<file path="src/rtl/alu_seq.sv">
// rtl/alu_seq.sv - registered 16-opcode ALU with valid/ready handshake and multi-cycle restoring divider
//
// Ports:
//   clk        rising-edge clock
//   rst        synchronous active-high reset
//   in_valid   operands/opcode valid        in_ready  block can accept (IDLE and not in reset)
//   a, b       WIDTH-bit operands           op        4-bit opcode
//   out_valid  result registers hold a completed result
//   out_ready  consumer takes the result
//   y          result                       y_hi      upper product half (mul only)
//   carry      add carry / sub borrow       ovf       two's-complement overflow (add/sub)
//   zero       result is zero               dbz       divide by zero (div/mod)

module alu_seq #(
    parameter int WIDTH = 8
) (
    input  logic             clk,
    input  logic             rst,
    input  logic             in_valid,
    output logic             in_ready,
    input  logic [WIDTH-1:0] a,
    input  logic [WIDTH-1:0] b,
    input  logic [3:0]       op,
    output logic             out_valid,
    input  logic             out_ready,
    output logic [WIDTH-1:0] y,
    output logic [WIDTH-1:0] y_hi,
    output logic             carry,
    output logic             ovf,
    output logic             zero,
    output logic             dbz
);

    localparam int CW = $clog2(WIDTH + 1);
    localparam int MSB = WIDTH - 1;

    typedef enum logic [1:0] {
        IDLE,
        DIV,
        DONE
    } state_t;

    state_t state;
    state_t state_nx;

    logic             accept;
    logic [WIDTH:0]   sum;
    logic [WIDTH-1:0] dif;
    logic [2*WIDTH-1:0] prod;

    logic [WIDTH-1:0] res_y;
    logic [WIDTH-1:0] res_hi;
    logic             res_c;
    logic             res_v;
    logic             res_z;
    logic             res_dbz;
    logic             start_div;

    // Divider working registers
    logic [WIDTH-1:0] rem;
    logic [WIDTH-1:0] quo;
    logic [WIDTH-1:0] div_b;
    logic             div_mod;
    logic [CW-1:0]    count;

    logic [WIDTH:0]   rem_sh;
    logic [WIDTH:0]   trial;
    logic [WIDTH-1:0] rem_nx;
    logic [WIDTH-1:0] quo_nx;
    logic [WIDTH-1:0] div_res;

    assign in_ready  = (state == IDLE) && !rst;
    assign out_valid = (state == DONE);
    assign accept    = in_valid && in_ready;

    assign sum  = {1'b0, a} + {1'b0, b};
    assign dif  = a - b;
    assign prod = {{WIDTH{1'b0}}, a} * {{WIDTH{1'b0}}, b};

    // Single-cycle result path, evaluated on the operands being accepted
    always_comb begin
        res_y     = '0;
        res_hi    = '0;
        res_c     = 1'b0;
        res_v     = 1'b0;
        res_dbz   = 1'b0;
        start_div = 1'b0;
        case (op)
            4'h0: begin
                res_y = sum[WIDTH-1:0];
                res_c = sum[WIDTH];
                res_v = (a[MSB] == b[MSB]) && (sum[MSB] != a[MSB]);
            end
            4'h1: begin
                res_y = dif;
                res_c = (a < b);
                res_v = (a[MSB] != b[MSB]) && (dif[MSB] != a[MSB]);
            end
            4'h2: {res_hi, res_y} = prod;
            4'h3: begin
                if (b == '0) begin
                    res_y   = '1;
                    res_dbz = 1'b1;
                end else begin
                    start_div = 1'b1;
                end
            end
            4'h4: begin
                if (b == '0) begin
                    res_y   = a;
                    res_dbz = 1'b1;
                end else begin
                    start_div = 1'b1;
                end
            end
            4'h5: res_y = a & b;
            4'h6: res_y = a | b;
            4'h7: res_y = a ^ b;
            4'h8: res_y = ~a;
            4'h9: res_y = ~b;
            4'hA: res_y = ~(a ^ b);
            4'hB: res_y = {{(WIDTH-1){1'b0}}, (a != '0) && (b != '0)};
            4'hC: res_y = {{(WIDTH-1){1'b0}}, (a != '0) || (b != '0)};
            4'hD: res_y = {{(WIDTH-1){1'b0}}, a == b};
            4'hE: res_y = {{(WIDTH-1){1'b0}}, a != b};
            default: ;
        endcase
        // The reserved opcode reports every flag as 0, including zero
        res_z = (op != 4'hF) && (res_y == '0) && (res_hi == '0);
    end

    // One restoring step: shift {rem,quo} left, trial-subtract divisor.
    // rem < div_b always holds, so a non-negative trial fits in WIDTH bits
    // and trial[WIDTH] is a clean borrow indicator.
    always_comb begin
        rem_sh  = {rem, quo[MSB]};
        trial   = rem_sh - {1'b0, div_b};
        rem_nx  = trial[WIDTH] ? rem_sh[WIDTH-1:0] : trial[WIDTH-1:0];
        quo_nx  = {quo[WIDTH-2:0], ~trial[WIDTH]};
        div_res = div_mod ? rem_nx : quo_nx;
    end

    always_ff @(posedge clk) begin
        if (rst) begin
            state <= IDLE;
        end else begin
            state <= state_nx;
        end
    end

    always_comb begin
        state_nx = state;
        case (state)
            IDLE: begin
                if (accept) begin
                    state_nx = start_div ? DIV : DONE;
                end
            end
            DIV: begin
                if (count == CW'(1)) begin
                    state_nx = DONE;
                end
            end
            DONE: begin
                if (out_ready) begin
                    state_nx = IDLE;
                end
            end
            default: state_nx = IDLE;
        endcase
    end

    always_ff @(posedge clk) begin
        if (rst) begin
            y       <= '0;
            y_hi    <= '0;
            carry   <= 1'b0;
            ovf     <= 1'b0;
            zero    <= 1'b0;
            dbz     <= 1'b0;
            rem     <= '0;
            quo     <= '0;
            div_b   <= '0;
            div_mod <= 1'b0;
            count   <= '0;
        end else begin
            case (state)
                IDLE: begin
                    if (accept) begin
                        div_b   <= b;
                        div_mod <= (op == 4'h4);
                        if (start_div) begin
                            rem   <= '0;
                            quo   <= a;
                            count <= CW'(WIDTH);
                        end else begin
                            y     <= res_y;
                            y_hi  <= res_hi;
                            carry <= res_c;
                            ovf   <= res_v;
                            zero  <= res_z;
                            dbz   <= res_dbz;
                        end
                    end
                end
                DIV: begin
                    rem   <= rem_nx;
                    quo   <= quo_nx;
                    count <= count - CW'(1);
                    // Last step: publish straight from the step outputs
                    if (count == CW'(1)) begin
                        y     <= div_res;
                        y_hi  <= '0;
                        carry <= 1'b0;
                        ovf   <= 1'b0;
                        zero  <= (div_res == '0);
                        dbz   <= 1'b0;
                    end
                end
                default: ;
            endcase
        end
    end

endmodule

</file>
<file path="config.mk">
export PLATFORM = sky130hd
export DESIGN_NAME = alu_seq
export DESIGN_NICKNAME = d
export VERILOG_FILES = /design/src/rtl/alu_seq.sv
export SDC_FILE = /design/constraint.sdc
export NUM_CORES = 1
export LEC_CHECK = 0
export BUFFER_PORTS_ARGS = -buffer_cell sky130_fd_sc_hd__buf_2
export CAP_MARGIN = 20
export CELL_PAD_IN_SITES_DETAIL_PLACEMENT = 1
export CELL_PAD_IN_SITES_GLOBAL_PLACEMENT = 1
export CORE_ASPECT_RATIO = 0.75
export CORE_MARGIN = 5
export CORE_UTILIZATION = 47
export CTS_CLUSTER_SIZE = 24
export DETAILED_ROUTE_END_ITERATION = 12
export PLACE_DENSITY = 0.82
export SYNTH_ARGS = -nofsm -noshare
export SYNTH_HDL_FRONTEND = slang
export SYNTH_SLANG_ARGS = --single-unit
</file>
<file path="constraint.sdc">
create_clock -name clk -period 6.1 [get_ports clk]
set_input_delay 0.61 -clock clk [delete_from_list [all_inputs] [get_ports clk]]
set_output_delay 0.61 -clock clk [all_outputs]
set_load 0.1 [all_outputs]
</file>
==> metrics.yaml <==
status: "finished, final reports clean"
die_w_um: 144
gp_congestion: 1.02
grt_max_degree: 53
avgSynthCellArea_sq_um: 7.77
drc_errors: 0
endpoint_kind: "flip-flop"
post_cts_buffers: 0
clk_pin_slew_ps: 80
worst_clock_skew_ps: 10.5
yosysUniqueCellTypes: 71
maxSlewHeadroom_pct: 33.4
whs_ps: 458
cts_tree: "done"
hold_viol_final: 0
hold_depth: 2
cap_violations: 0
yosysTopAreaCell: "dfxtp_1"
core_sq_um: 13100
dr.first_iter.drc_count: 626
synth-seq-area-share_pct: 16.1
leakage_nw: 3.02
final_area_sq_um: 6860
slowest_delay_ps: 560
placed_area_sq_um: 6690
grt.overflow.total: 0
critical_path_required_ps: 6300
synth_fp_nets: 951
critPathMaxFanout: 9
period_share_pct: 90.2
io_pins: 46
ys_ff_latch: 51
vias_per_cell: 6.37
period_needed_ps: 5500
hold_start: "y[1]"
finalSetupViolCount: 0
grt_pass1_vias: 6731
syn_area_sq_um: 6360
grt_pass1_wl_um: 37600
reg2reg_to: "zero"
num-fill-cells: 1656
syn-instance-count: 818
wl_per_cell_um: 23.3
portBuffers: 45
r2r_setup_slack_ps: 2500
power_density_nw_per_um2: 228
cts_inserted_buffers: 5
fp.dieH_um: 111
num_vias: 6436
num_rows: 36
insertion_delay_ps: 310
ctsHoldBuffers: 0
synth_top_area_share_pct: 16.1
synth-edff-count: 0
hp-class: "flip-flop to flip-flop"
critical_path.cell_chain: "buf_2 > clkinv_1 > nor2_1 > fa_1 > fa_1 > fa_1 > inv_1 > fa_1 > inv_1 > ha_1 > or3_1 > or2_2 > o221ai_1 > o21ai_0 > xor2_1 > o21ai_0 > nand3_1 > nor2_1 > a311o_1"
cts_root_buf: "clkbuf_16"
syn_to_final_growth_pct: 7.85
final.setup.tns_ps: 0
arrival_ps: 5700
finish.net_count: 971
hold_end: "y[1]"
drtPass1Iterations: 7
reg2regPathDepth: 13
antenna_found_initial: 0
worstSetupPathType: "input pin to flip-flop"
layout-drive-gt1-share_pct: 10.5
async_flop_share_pct: 0
slew_viol_final: 0
ys.flop_type: "dfxtp_1"
die_area_sq_um: 16000
cp_common_cell: "fa_1"
cts_buffer_depth: 2
h-tree-depth: 2
clock-sinks: 51
ir_drop_mv: 0.281
ant_nets: 0
start_util_pct: 48.5
setup_ws_ps: 600
yosysWarnings: 0
place_ws_ps: 263
timing.rr.start: "quo[7]"
routed_wl_um: 23500
critPathLaunchType: "input pin"
worst_pin_slew_ps: 991
diodes: 0
ctsResizeCount: 0
grt_setup_unrepaired: "false"
place_hpwl_um: 18600
grt_usage_pct: 29.9
yosys-top-cells-area: "dfxtp_1, ha_1, fa_1"
max_freq_ghz: 0.182
cpMaxStageDelayCell: "fa_1"
==> stage by stage <==
stage                     cells  total power, mW  util [%]
after global routing       1010             1.67      52.3
after floorplan             818            0.987         -
after detailed placement   1000             1.25      51.1
after global placement     1000             1.19      51.1
after CTS                  1008             1.55      52.2
final                      1010             1.56      52.3
==> cells by family after synthesis <==
kind of cell	count (synthesis)	share of synthesized area, %
multiplexers	21	3.58
flip-flops	51	16.1
buffers and inverters	136	8.36
AO/OA/AOI/OAI	196	21.2
AND/OR/NAND/NOR	284	21.5
adder cells (fa/ha/maj)	109	26.0
XOR/XNOR	21	3.19
==> routing by layer <==
layer	track usage [%]	share of wire (%)	wire [um]
met5	0	0	0
met4	7.58	2.2	517
met3	7.37	10	2400
met2	42.9	42	9900
met1	44.5	46	10700
==> cell type report <==
cell class	count	area (sq um)	area share, %
multi-input combinational	631	4810	70.1
clock inverter	3	27.5	0.401
tap	171	214	3.12
inverter	91	342	4.98
timing repair buffer	58	323	4.71
sequential	51	1020	14.9
clock buffer	5	125	1.82
==> cell usage after synthesis, drive strengths merged (7+ instances only) <==
cell type,number
a22oi,16
o221ai,8
dfxtp,51
buf,15
clkbuf,30
mux2,8
nand4,7
nor3,14
a21oi,53
ha,70
nand2b,16
xnor2,11
nand3,16
a211oi,7
fa,39
xor2,10
o31ai,9
a21o,8
o21bai,7
mux2i,13
nor2b,10
o21ai,28
nand2,58
inv,82
nor4,14
nor2,113
clkinv,9
a32oi,8
==> registers in the layout, summed over array words and instances (netlist names) <==
register  cells
div_b         8
quo           8
rem           8
y             8
y_hi          8
count         4
state         2
carry         1
dbz           1
div_mod       1
ovf           1
zero          1
==> report_power, final <==
group / switching, mW / total, mW / internal (mW)
combinational: 0.575 / 0.906 / 0.331
clock: 0.148 / 0.304 / 0.156
sequential: 0.00764 / 0.352 / 0.344
total: 0.730 / 1.56 / 0.831
==> layout by cell type, fill, tap and decap left out, drive strengths merged, types with 9 or more instances in the layout <==
cell type / instances
a21oi: 53
a22oi: 16
nand2b: 16
dfxtp: 51
xnor2: 11
o31ai: 9
xor2: 10
mux2i: 13
nor3: 14
ha: 70
inv: 83
nor2b: 10
nor2: 113
clkinv: 10
o21ai: 28
nand3: 16
fa: 39
nand2: 58
nor4: 14
buf: 57
==> worst max-delay path, delay by kind of cell <==
family / cells / cell delay (ps)
buffers and inverters: 4 / 570
and+or+nand+nor: 5 / 1160
xor gates and xnor gates: 1 / 190
AOI/OAI and AO/OA: 4 / 870
adders and majority gates: 5 / 2280
==> worst max-delay path by stage <==
stage,from,to,slack [ps],depth (start not counted)
4_1_cts,b[3],zero,560,19
2_1_floorplan,a[7],zero,830,19
3_3_place_gp,a[3],zero,440,19
3_5_place_dp,b[3],zero,260,19
6_report,b[3],zero,600,19
5_1_grt,a[1],zero,320,19
Power figures use the tool's default switching activity.
